==> src/rtl/bit_unstuffer_if.sv <==
// Bus between the NRZI decoder, the bit unstuffer and the packet assembler.
// Debug taps expose the unstuffer's FSM state and ones run counter.
interface bit_unstuffer_if #(
  parameter int CNT_W = 3
);
  // Handshake: no backpressure. nrzi_sending qualifies in_bit every cycle it is
  // high; bit_valid qualifies out_bit for exactly the cycle it is high, and the
  // consumer must accept it then. unstuff_sending frames the forwarded packet.
  logic             in_bit;
  logic             nrzi_sending;
  logic             out_bit;
  logic             bit_valid;
  logic             unstuff_sending;
  logic             stuff_error;
  logic [1:0]       dbg_state;
  logic [CNT_W-1:0] dbg_ones_cnt;

  modport master (
    output in_bit,
    output nrzi_sending,
    input  out_bit,
    input  bit_valid,
    input  unstuff_sending,
    input  stuff_error,
    input  dbg_state,
    input  dbg_ones_cnt
  );

  modport slave (
    input  in_bit,
    input  nrzi_sending,
    output out_bit,
    output bit_valid,
    output unstuff_sending,
    output stuff_error,
    output dbg_state,
    output dbg_ones_cnt
  );
endinterface

==> src/rtl/bit_unstuffer.sv <==
// USB receive bit unstuffer: drops the 0 stuffed after MAX_ONES consecutive 1s,
// flags a 1 in that slot as a stuffing violation. All outputs registered.
module bit_unstuffer #(
  parameter int MAX_ONES = 6,
  parameter int CNT_W    = 3
) (
  input  logic         clock,
  input  logic         reset,
  bit_unstuffer_if.slave bus
);

  if ((2 ** CNT_W) <= MAX_ONES) begin : g_bad_cnt_w
    $error("CNT_W too narrow for MAX_ONES");
  end

  localparam logic [CNT_W-1:0] MAX_CNT = CNT_W'(MAX_ONES);
  localparam logic [CNT_W-1:0] ONE_CNT = CNT_W'(1);

  typedef enum logic [1:0] {
    IDLE = 2'd0,
    RECV = 2'd1,
    ERR  = 2'd2
  } state_t;

  state_t           state_q, state_d;
  logic [CNT_W-1:0] ones_cnt_q, ones_cnt_d;
  logic             out_bit_q, out_bit_d;
  logic             bit_valid_q, bit_valid_d;
  logic             sending_q, sending_d;
  logic             stuff_error_q, stuff_error_d;
  logic [CNT_W-1:0] run_cnt;

  always_ff @(posedge clock or posedge reset) begin
    if (reset) begin
      state_q       <= IDLE;
      ones_cnt_q    <= '0;
      out_bit_q     <= 1'b0;
      bit_valid_q   <= 1'b0;
      sending_q     <= 1'b0;
      stuff_error_q <= 1'b0;
    end else begin
      state_q       <= state_d;
      ones_cnt_q    <= ones_cnt_d;
      out_bit_q     <= out_bit_d;
      bit_valid_q   <= bit_valid_d;
      sending_q     <= sending_d;
      stuff_error_q <= stuff_error_d;
    end
  end

  // A packet starting from IDLE always begins with an empty run of ones.
  assign run_cnt = (state_q == IDLE) ? '0 : ones_cnt_q;

  always_comb begin
    state_d       = state_q;
    ones_cnt_d    = ones_cnt_q;
    out_bit_d     = out_bit_q;
    bit_valid_d   = 1'b0;
    sending_d     = 1'b0;
    stuff_error_d = 1'b0;

    unique case (state_q)
      IDLE, RECV: begin
        if (bus.nrzi_sending) begin
          state_d = RECV;
          if (run_cnt < MAX_CNT) begin
            out_bit_d   = bus.in_bit;
            bit_valid_d = 1'b1;
            sending_d   = 1'b1;
            ones_cnt_d  = bus.in_bit ? (run_cnt + ONE_CNT) : '0;
          end else if (!bus.in_bit) begin
            // Stuffed 0: swallowed, but the packet frame stays open.
            sending_d  = 1'b1;
            ones_cnt_d = '0;
          end else begin
            stuff_error_d = 1'b1;
            ones_cnt_d    = '0;
            state_d       = ERR;
          end
        end else begin
          state_d    = IDLE;
          ones_cnt_d = '0;
          if (state_q == IDLE) begin
            out_bit_d = 1'b0;
          end
        end
      end
      ERR: begin
        ones_cnt_d = '0;
        if (!bus.nrzi_sending) begin
          state_d = IDLE;
        end
      end
      default: begin
        state_d    = IDLE;
        ones_cnt_d = '0;
      end
    endcase
  end

  assign bus.out_bit         = out_bit_q;
  assign bus.bit_valid       = bit_valid_q;
  assign bus.unstuff_sending = sending_q;
  assign bus.stuff_error     = stuff_error_q;
  assign bus.dbg_state       = state_q;
  assign bus.dbg_ones_cnt    = ones_cnt_q;

endmodule

==> src/flat_wrapper.sv <==
// flat-port wrapper written by rule: the top's interface ports become plain ports
module bit_unstuffer_flat 
#(
  parameter int MAX_ONES = 6,
  parameter int CNT_W    = 3
)
  (clock, reset, bus_in_bit, bus_nrzi_sending, bus_out_bit, bus_bit_valid, bus_unstuff_sending, bus_stuff_error, bus_dbg_state, bus_dbg_ones_cnt);
  bit_unstuffer_if #(.CNT_W(CNT_W)) bus_i ();
  input  logic clock;
  input  logic reset;
  input wire logic [$bits(bus_i.in_bit)-1:0] bus_in_bit;
  input wire logic [$bits(bus_i.nrzi_sending)-1:0] bus_nrzi_sending;
  output wire logic [$bits(bus_i.out_bit)-1:0] bus_out_bit;
  output wire logic [$bits(bus_i.bit_valid)-1:0] bus_bit_valid;
  output wire logic [$bits(bus_i.unstuff_sending)-1:0] bus_unstuff_sending;
  output wire logic [$bits(bus_i.stuff_error)-1:0] bus_stuff_error;
  output wire logic [$bits(bus_i.dbg_state)-1:0] bus_dbg_state;
  output wire logic [$bits(bus_i.dbg_ones_cnt)-1:0] bus_dbg_ones_cnt;
  assign bus_i.in_bit = bus_in_bit;
  assign bus_i.nrzi_sending = bus_nrzi_sending;
  assign bus_out_bit = bus_i.out_bit;
  assign bus_bit_valid = bus_i.bit_valid;
  assign bus_unstuff_sending = bus_i.unstuff_sending;
  assign bus_stuff_error = bus_i.stuff_error;
  assign bus_dbg_state = bus_i.dbg_state;
  assign bus_dbg_ones_cnt = bus_i.dbg_ones_cnt;
  bit_unstuffer #(.MAX_ONES(MAX_ONES), .CNT_W(CNT_W)) u_core (.clock(clock), .reset(reset), .bus(bus_i));
endmodule
==> config.mk <==
export PLATFORM = sky130hd
export DESIGN_NAME = bit_unstuffer_flat
export DESIGN_NICKNAME = d
export VERILOG_FILES = /design/src/rtl/bit_unstuffer_if.sv /design/src/rtl/bit_unstuffer.sv /design/src/flat_wrapper.sv
export SDC_FILE = /design/constraint.sdc
export NUM_CORES = 1
export LEC_CHECK = 0
export ABC_AREA = 1
export CAP_MARGIN = 20
export CORE_AREA = 2 2 39 41
export CTS_BUF_LIST = sky130_fd_sc_hd__clkbuf_8
export CTS_CLUSTER_DIAMETER = 150
export DETAILED_ROUTE_END_ITERATION = 8
export DIE_AREA = 0 0 41 43
export SLEW_MARGIN = 20
export SYNTH_ARGS = -nofsm -noshare
export SYNTH_HDL_FRONTEND = slang
export SYNTH_SLANG_ARGS = --single-unit
==> constraint.sdc <==
create_clock -name clock -period 1.6 [get_ports clock]
set_input_delay 0.48 -clock clock [delete_from_list [all_inputs] [get_ports clock]]
set_output_delay 0.48 -clock clock [all_outputs]
set_load 0.05 [all_outputs]
==> results of run 1 <==
-- routing by layer --
metal,wire (um),vias up
li1,-,178
met1,386,163
met2,458,12
met3,49,2
met4,16,0
met5,0,-
-- cell usage after synthesis --
master / number / share of area, %
sky130_fd_sc_hd__a21boi_0: 1 / 1.8
sky130_fd_sc_hd__a21o_1: 1 / 1.8
sky130_fd_sc_hd__dfrtp_1: 9 / 54
sky130_fd_sc_hd__ha_1: 1 / 3.0
sky130_fd_sc_hd__inv_1: 9 / 8.1
sky130_fd_sc_hd__inv_2: 2 / 1.8
sky130_fd_sc_hd__nand2_1: 7 / 6.3
sky130_fd_sc_hd__nand2_2: 2 / 3.0
sky130_fd_sc_hd__nand3_1: 5 / 6.0
sky130_fd_sc_hd__nand3_2: 1 / 2.4
sky130_fd_sc_hd__nand4_1: 1 / 1.5
sky130_fd_sc_hd__nor2_1: 5 / 4.5
sky130_fd_sc_hd__nor2_2: 1 / 1.5
sky130_fd_sc_hd__nor2_4: 1 / 2.7
sky130_fd_sc_hd__o21ai_0: 1 / 1.2
-- registers in the layout, summed over array words and instances (netlist names) --
| register | flops |
|---|---|
| u_core.bus.unstuff_sending | 1 |
| u_core.bus.bit_valid | 1 |
| u_core.bus.dbg_state | 2 |
| u_core.bus.dbg_ones_cnt | 3 |
| u_core.bus.stuff_error | 1 |
| u_core.bus.out_bit | 1 |
-- stage by stage --
step	power (mW)	cell area, um2	setup WS (ps)	hold slack (ps)	cells
finish	0.6089	699.4	188.1	507.4	80
global route	0.6309	699.4	154.2	571.1	80
CTS	0.6180	699.4	179.5	523.1	80
detailed placement	0.3462	653.1	62.97	665.5	76
global placement	0.3459	653.1	53.34	654.7	76
floorplan	0.2946	415.4	157.9	307.9	47
-- logic make-up (layout without fill, tap and decap cells) --
logic type	Yosys count	count (layout)	share of synthesized area [%]
AOI/OAI and AO/OA	3	3	4.819
buffers and inverters	11	28	9.940
adders and majority gates	1	1	3.012
and+or+nand+nor	23	23	28.01
DFF	9	9	54.22
-- layout make-up --
type                       instances  area share, %
clock inverter                     1         0.7156
sequential                         9          32.20
tap                               16          2.862
multi-input combinational         27          21.29
timing repair buffer              13          31.13
clock buffer                       3          5.903
inverter                          11          5.903
-- power groups by stage --
stage	Clock [mW]	Sequential (mW)	Combinational [mW]
floorplan	0	0.272	0.0221
global placement	0	0.249	0.0969
detailed placement	0	0.249	0.0971
CTS	0.275	0.246	0.0977
global route	0.281	0.246	0.104
finish	0.267	0.245	0.0967
-- path summary, 6_finish.rpt --
kind | start | to | cells past startpoint
worst max-delay path | u_core.bus.dbg_state[1]$_DFFE_PP0P_ | bus_dbg_state[1] | 2
worst min-delay path | reset | u_core.bus.stuff_error$_DFF_PP0_ | 2
worst max register to register | u_core.bus.dbg_state[0]$_DFFE_PP0P_ | u_core.bus.dbg_ones_cnt[2]$_DFF_PP0_ | 6
worst min register to register | u_core.bus.out_bit$_DFFE_PP0P_ | u_core.bus.out_bit$_DFFE_PP0P_ | 3
max in group asynchronous | reset | u_core.bus.out_bit$_DFFE_PP0P_ | 2
min in group clock | u_core.bus.out_bit$_DFFE_PP0P_ | u_core.bus.out_bit$_DFFE_PP0P_ | 3
==> run_summary.xml, run 1 <==
<?xml version="1.0" encoding="UTF-8"?>
<metrics>
  <group name="global_route">
    <metric name="grtUsageMet3" unit="%">6.283</metric>
    <metric name="grt_start_max_net_pins" unit="">10</metric>
    <metric name="grt_pass1_vias" unit="">334</metric>
    <metric name="grt_pass1_wl" unit="mm">1.504</metric>
    <metric name="grt_antenna_before_repair" unit="">0</metric>
    <metric name="use_met2" unit="%">18.44</metric>
    <metric name="groute.usage.overall" unit="%">13.68</metric>
    <metric name="grtUsageMet1" unit="%">17.22</metric>
    <metric name="grt_busiest_layer" unit="">met2</metric>
    <metric name="global_route.overflow_total" unit="">0</metric>
  </group>
  <group name="critical_path">
    <metric name="critical_path.endpoint_type" unit="">primary output</metric>
    <metric name="crit_arrival" unit="ps">930</metric>
    <metric name="critPathMaxFanout" unit="">4</metric>
    <metric name="kind_of_cell_adding_the_most_delay_to_the_critical_path" unit="">flip-flops</metric>
    <metric name="timing.critical_path.buf_inv" unit="">2</metric>
    <metric name="cp_cell_sequence" unit="">buf_4, buf_12</metric>
    <metric name="critical-path-max-stage-delay" unit="ps">390</metric>
    <metric name="ff2ff_setup_slack" unit="ps">260</metric>
    <metric name="path_class" unit="">reg -&gt; out</metric>
    <metric name="required" unit="ps">1120</metric>
    <metric name="crit_path_max_delay_cell_type" unit="">sky130_fd_sc_hd__dfrtp_1</metric>
    <metric name="timing.critical_path.from_type" unit="">register</metric>
  </group>
  <group name="synthesis">
    <metric name="synth.avg_cell_area" unit="um2">8.838</metric>
    <metric name="netlist_area" unit="um2">415.4</metric>
    <metric name="postSynthRegisterBits" unit="">9</metric>
    <metric name="netlist_instances" unit="">47</metric>
    <metric name="postSynthNetCount" unit="">52</metric>
    <metric name="synth.yosys.warnings" unit="">0</metric>
    <metric name="yosysUniqueCellTypes" unit="">15</metric>
    <metric name="synth_sequential_area_ratio" unit="%">54.22</metric>
  </group>
  <group name="clock_network">
    <metric name="cts.sink_count" unit="">9</metric>
    <metric name="cts_inserted_buffers" unit="">3</metric>
    <metric name="post_cts_hold_buffer_count" unit="">0</metric>
    <metric name="clkTransAtPathRegs" unit="ps">50</metric>
    <metric name="clock_latency" unit="ps">230</metric>
    <metric name="cts_resized" unit="">0</metric>
    <metric name="cts_htree_levels" unit="">1</metric>
    <metric name="cts_max_path_buffers" unit="">2</metric>
    <metric name="ctsRootBufferMaster" unit="">sky130_fd_sc_hd__clkbuf_8</metric>
    <metric name="tritoncts" unit="">done</metric>
    <metric name="postCtsSetupBuffers" unit="">0</metric>
  </group>
  <group name="sta">
    <metric name="totalNegativeSetupSlack" unit="ps">0</metric>
    <metric name="max-slew-margin-rel" unit="%">77.44</metric>
    <metric name="hold_violations" unit="">0</metric>
    <metric name="maxClockFrequency" unit="GHz">0.7083</metric>
    <metric name="slew_viol_final" unit="">0</metric>
    <metric name="rsz0062_at_grt" unit="">false</metric>
    <metric name="worst-slew-pin-transition" unit="ps">338.1</metric>
    <metric name="timing.clock.skew" unit="ps">0.4758</metric>
    <metric name="post-route-min-period" unit="ps">1412</metric>
    <metric name="fraction_of_the_cycle_the_final_worst_path_needs" unit="%">88.24</metric>
    <metric name="setup-violations-final" unit="">0</metric>
  </group>
  <group name="drt">
    <metric name="detailroute.via_count" unit="">355</metric>
    <metric name="antenna_violating_nets_post_route" unit="">0</metric>
    <metric name="remaining_drc_errors" unit="">0</metric>
    <metric name="detail_route.wl_per_cell" unit="um">11.39</metric>
    <metric name="drt_pre_antenna_iters" unit="">4</metric>
    <metric name="first_iter_violations" unit="">17</metric>
    <metric name="drt-total-wl" unit="um">911</metric>
    <metric name="viasPerCell" unit="">4.438</metric>
  </group>
  <group name="finish">
    <metric name="final_net_count" unit="">70</metric>
    <metric name="drive_above_1_share" unit="%">32.81</metric>
    <metric name="layout_common_cells" unit="">9 x sky130_fd_sc_hd__inv_1, 9 x sky130_fd_sc_hd__buf_12, 9 x sky130_fd_sc_hd__dfrtp_1</metric>
    <metric name="multi_input_area" unit="um2">148.9</metric>
    <metric name="regArea" unit="um2">225.2</metric>
    <metric name="num_antenna_cells" unit="">0</metric>
    <metric name="area_growth_syn_to_layout" unit="%">68.37</metric>
    <metric name="num-fill-cells" unit="">110</metric>
    <metric name="finalCoreUtilization" unit="%">50.54</metric>
  </group>
  <group name="status">
    <metric name="outcome" unit="">complete, no violations</metric>
  </group>
  <group name="floorplanning">
    <metric name="floorplan.initialDensity" unit="%">30.02</metric>
    <metric name="die-area" unit="mm2">0.001763</metric>
    <metric name="design.portCount" unit="">13</metric>
    <metric name="dieHeight" unit="um">43</metric>
    <metric name="fp-row-count" unit="">14</metric>
    <metric name="die_width" unit="um">41</metric>
    <metric name="design.core.area" unit="mm2">0.001384</metric>
  </group>
  <group name="power_and_ir_drop">
    <metric name="maximum_resistive_drop_on_vdd" unit="uV">502.6</metric>
    <metric name="clockPowerShare" unit="%">43.8</metric>
    <metric name="leakage" unit="nW">0.3646</metric>
    <metric name="p_seq_share" unit="%">40.3</metric>
    <metric name="power_per_cell_area" unit="mW/mm2">870.5</metric>
    <metric name="net-switching-power" unit="mW">0.1583</metric>
    <metric name="power.share.switching" unit="%">25.99</metric>
    <metric name="pwr-share-comb" unit="%">15.9</metric>
    <metric name="internal_power" unit="mW">0.4506</metric>
  </group>
  <group name="placement">
    <metric name="gp_congestion" unit="">0.8200</metric>
    <metric name="dpl.hpwl" unit="um">681.2</metric>
    <metric name="port-buffer-count" unit="">12</metric>
  </group>
  <group name="min_path">
    <metric name="min-delay-path-class" unit="">in -&gt; async</metric>
  </group>
  <group name="run">
    <metric name="maxCapViolations" unit="">0</metric>
  </group>
</metrics>
No activity file was read; power rests on OpenSTA's default activity.
==> run 2: changes to the inputs <==
--- a/config.mk
+++ b/config.mk
@@ -13,5 +13,5 @@
 export DETAILED_ROUTE_END_ITERATION = 8
 export DIE_AREA = 0 0 41 43
-export SLEW_MARGIN = 20
+export SLEW_MARGIN = 15
 export SYNTH_ARGS = -nofsm -noshare
 export SYNTH_HDL_FRONTEND = slang
==> constraint.sdc (replaced) <==
create_clock -name clock -period 1.6 [get_ports clock]
set_input_delay 0.48 -clock clock [delete_from_list [all_inputs] [get_ports clock]]
set_output_delay 0.48 -clock clock [all_outputs]
set_load 0.01 [all_outputs]
==> run 2 against run 1 <==
Compared with the run above: fmax decreased by 8.9%; clock skew barely moved; hold slack improved by 4.4 ps; global-route usage rose by 0.28 points; routed wire length fell by 6.6%; non-clock buffer count rose by 2; cell count grew 2.5%; critical path depth decreased by 1; sequential power is 2% lower; flip-flop and latch count unchanged; highest routed layer unchanged.
==> run_summary.xml, run 2 (same netlist as run 1, synthesis figures left out) <==
<?xml version="1.0" encoding="UTF-8"?>
<metrics>
  <group name="finish">
    <metric name="num-fill-cells" unit="">142</metric>
    <metric name="drive_above_1_share" unit="%">19.70</metric>
    <metric name="largest_reg_flops" unit="">3</metric>
    <metric name="layout_common_cells" unit="">10 x sky130_fd_sc_hd__inv_1, 9 x sky130_fd_sc_hd__dfrtp_1, 7 x sky130_fd_sc_hd__nand2_1</metric>
    <metric name="finalCoreUtilization" unit="%">45.66</metric>
    <metric name="num_antenna_cells" unit="">0</metric>
    <metric name="area_growth_syn_to_layout" unit="%">52.11</metric>
    <metric name="final_net_count" unit="">72</metric>
    <metric name="most_common_cell_after_layout_fill_and_taps_aside" unit="">sky130_fd_sc_hd__inv_1</metric>
  </group>
  <group name="sta">
    <metric name="maxClockFrequency" unit="GHz">0.6454</metric>
    <metric name="timing.clock.skew" unit="ps">0.8721</metric>
    <metric name="setup-violations-final" unit="">0</metric>
    <metric name="post-route-worst-setup-slack" unit="ps">50.60</metric>
    <metric name="max-slew-margin-rel" unit="%">77.08</metric>
    <metric name="post-route-min-period" unit="ps">1549</metric>
    <metric name="worst-slew-pin-transition" unit="ps">343.4</metric>
    <metric name="fraction_of_the_cycle_the_final_worst_path_needs" unit="%">96.84</metric>
    <metric name="hold_violations" unit="">0</metric>
    <metric name="rsz0062_at_grt" unit="">false</metric>
    <metric name="totalNegativeSetupSlack" unit="ps">0</metric>
    <metric name="slew_viol_final" unit="">0</metric>
  </group>
  <group name="critical_path">
    <metric name="ff2ff_setup_slack" unit="ps">240</metric>
    <metric name="critical_path.endpoint" unit="">bus_bit_valid</metric>
    <metric name="rr_worst_depth" unit="">7</metric>
    <metric name="critical_path.endpoint_type" unit="">primary output</metric>
    <metric name="critPathMaxFanout" unit="">1</metric>
    <metric name="critical-path-max-stage-delay" unit="ps">520</metric>
    <metric name="cp_startpoint" unit="">u_core.bus.bit_valid$_DFF_PP0_</metric>
    <metric name="cp_cell_sequence" unit="">clkdlybuf4s50_1</metric>
    <metric name="cp_num_cells" unit="">1</metric>
    <metric name="crit_path_max_delay_cell_type" unit="">sky130_fd_sc_hd__clkdlybuf4s50_1</metric>
    <metric name="r2r_start" unit="">u_core.bus.dbg_state[1]$_DFFE_PP0P_</metric>
    <metric name="path_class" unit="">reg -&gt; out</metric>
    <metric name="kind_of_cell_adding_the_most_delay_to_the_critical_path" unit="">buffers and inverters</metric>
    <metric name="worst_reg2reg_path_endpoint" unit="">u_core.bus.dbg_ones_cnt[2]$_DFF_PP0_</metric>
    <metric name="timing.critical_path.from_type" unit="">register</metric>
    <metric name="timing.critical_path.buf_inv" unit="">1</metric>
    <metric name="crit_arrival" unit="ps">1070</metric>
    <metric name="required" unit="ps">1120</metric>
  </group>
  <group name="clock_network">
    <metric name="post_cts_hold_buffer_count" unit="">0</metric>
    <metric name="cts_htree_levels" unit="">1</metric>
    <metric name="cts_resized" unit="">3</metric>
    <metric name="clkTransAtPathRegs" unit="ps">40</metric>
    <metric name="clock_latency" unit="ps">240</metric>
    <metric name="postCtsSetupBuffers" unit="">0</metric>
    <metric name="cts.sink_count" unit="">9</metric>
    <metric name="cts_max_path_buffers" unit="">2</metric>
    <metric name="cts_inserted_buffers" unit="">3</metric>
    <metric name="ctsRootBufferMaster" unit="">sky130_fd_sc_hd__clkbuf_8</metric>
    <metric name="tritoncts" unit="">done</metric>
  </group>
  <group name="power_and_ir_drop">
    <metric name="leakage" unit="nW">0.4173</metric>
    <metric name="power_per_cell_area" unit="mW/mm2">875.1</metric>
    <metric name="maximum_resistive_drop_on_vdd" unit="uV">538.1</metric>
    <metric name="post-layout-total-power" unit="mW">0.5529</metric>
  </group>
  <group name="drt">
    <metric name="remaining_drc_errors" unit="">0</metric>
    <metric name="detail_route.wl_per_cell" unit="um">10.38</metric>
    <metric name="drt_pre_antenna_iters" unit="">2</metric>
    <metric name="drt-total-wl" unit="um">851</metric>
    <metric name="viasPerCell" unit="">4.280</metric>
    <metric name="detailroute.via_count" unit="">351</metric>
    <metric name="first_iter_violations" unit="">2</metric>
    <metric name="antenna_violating_nets_post_route" unit="">0</metric>
  </group>
  <group name="floorplanning">
    <metric name="design.portCount" unit="">13</metric>
    <metric name="design.core.area" unit="mm2">0.001384</metric>
    <metric name="floorplan.initialDensity" unit="%">30.02</metric>
    <metric name="fp-row-count" unit="">14</metric>
    <metric name="dieHeight" unit="um">43</metric>
    <metric name="die_width" unit="um">41</metric>
    <metric name="die-area" unit="mm2">0.001763</metric>
  </group>
  <group name="global_route">
    <metric name="grt_pass1_vias" unit="">317</metric>
    <metric name="grt_antenna_before_repair" unit="">0</metric>
    <metric name="groute.usage.overall" unit="%">13.95</metric>
    <metric name="global_route.overflow_total" unit="">0</metric>
    <metric name="grt_pass1_wl" unit="mm">1.386</metric>
    <metric name="grt_start_max_net_pins" unit="">10</metric>
  </group>
  <group name="run">
    <metric name="maxCapViolations" unit="">0</metric>
  </group>
  <group name="placement">
    <metric name="dpl_worst_slack" unit="ps">44.23</metric>
    <metric name="port-buffer-count" unit="">12</metric>
    <metric name="gp_congestion" unit="">0.7683</metric>
    <metric name="dpl.hpwl" unit="um">609.2</metric>
  </group>
  <group name="min_path">
    <metric name="min-delay-path-class" unit="">in -&gt; async</metric>
  </group>
  <group name="status">
    <metric name="outcome" unit="">complete, no violations</metric>
  </group>
</metrics>
## run 2: cell count changes in the layout (fill, tap and decap cells not counted), sizes merged
cell / change
clkinv: -1
inv: +1
dlymetal6s2s: +5
dlygate4sd2: +3
buf: -7
clkdlybuf4s50: +1
## run 2: report_power, final
part	switching [mW]	internal [mW]
Sequential	0.00311	0.236
Combinational	0.0287	0.0261
Clock	0.0916	0.167
## run 2: layer usage
metal / wire [um] / global-route usage, %
met4: 48 / 16.00
met1: 366 / 14.80
met3: 67 / 9.424
met5: 0 / 0
met2: 368 / 15.94
## run 2: how the worst min path moves through the flow
stage	from	endpoint	slack [ps]	cells after the start
6_report	reset	u_core.bus.unstuff_sending$_DFF_PP0_	510	2
5_1_grt	reset	u_core.bus.unstuff_sending$_DFF_PP0_	550	2
4_1_cts	reset	u_core.bus.dbg_ones_cnt[1]$_DFF_PP0_	520	2
3_5_place_dp	u_core.bus.dbg_ones_cnt[0]$_DFF_PP0_	u_core.bus.dbg_ones_cnt[0]$_DFF_PP0_	600	3
3_3_place_gp	u_core.bus.dbg_ones_cnt[0]$_DFF_PP0_	u_core.bus.dbg_ones_cnt[0]$_DFF_PP0_	610	3
2_1_floorplan	reset	u_core.bus.bit_valid$_DFF_PP0_	310	1
## run 2: through the flow
stage / cell area, um2 / hold slack [ps] / instances
global placement: 578.1 / 612.1 / 78
global route: 631.9 / 547.8 / 82
CTS: 619.3 / 518.7 / 82
detailed placement: 578.1 / 604.3 / 78
finish: 631.9 / 511.8 / 82
floorplan: 415.4 / 307.9 / 47
## run 2: area by class of cell
cell class | instances | area, um2 | share of cell area, %
clock buffer | 3 | 41.29 | 6.535
clock inverter | 1 | 3.754 | 0.5941
inverter | 11 | 41.29 | 6.535
multi-input combinational | 27 | 148.9 | 23.56
sequential | 9 | 225.2 | 35.64
tap | 16 | 20.02 | 3.168
timing repair buffer | 15 | 151.4 | 23.96
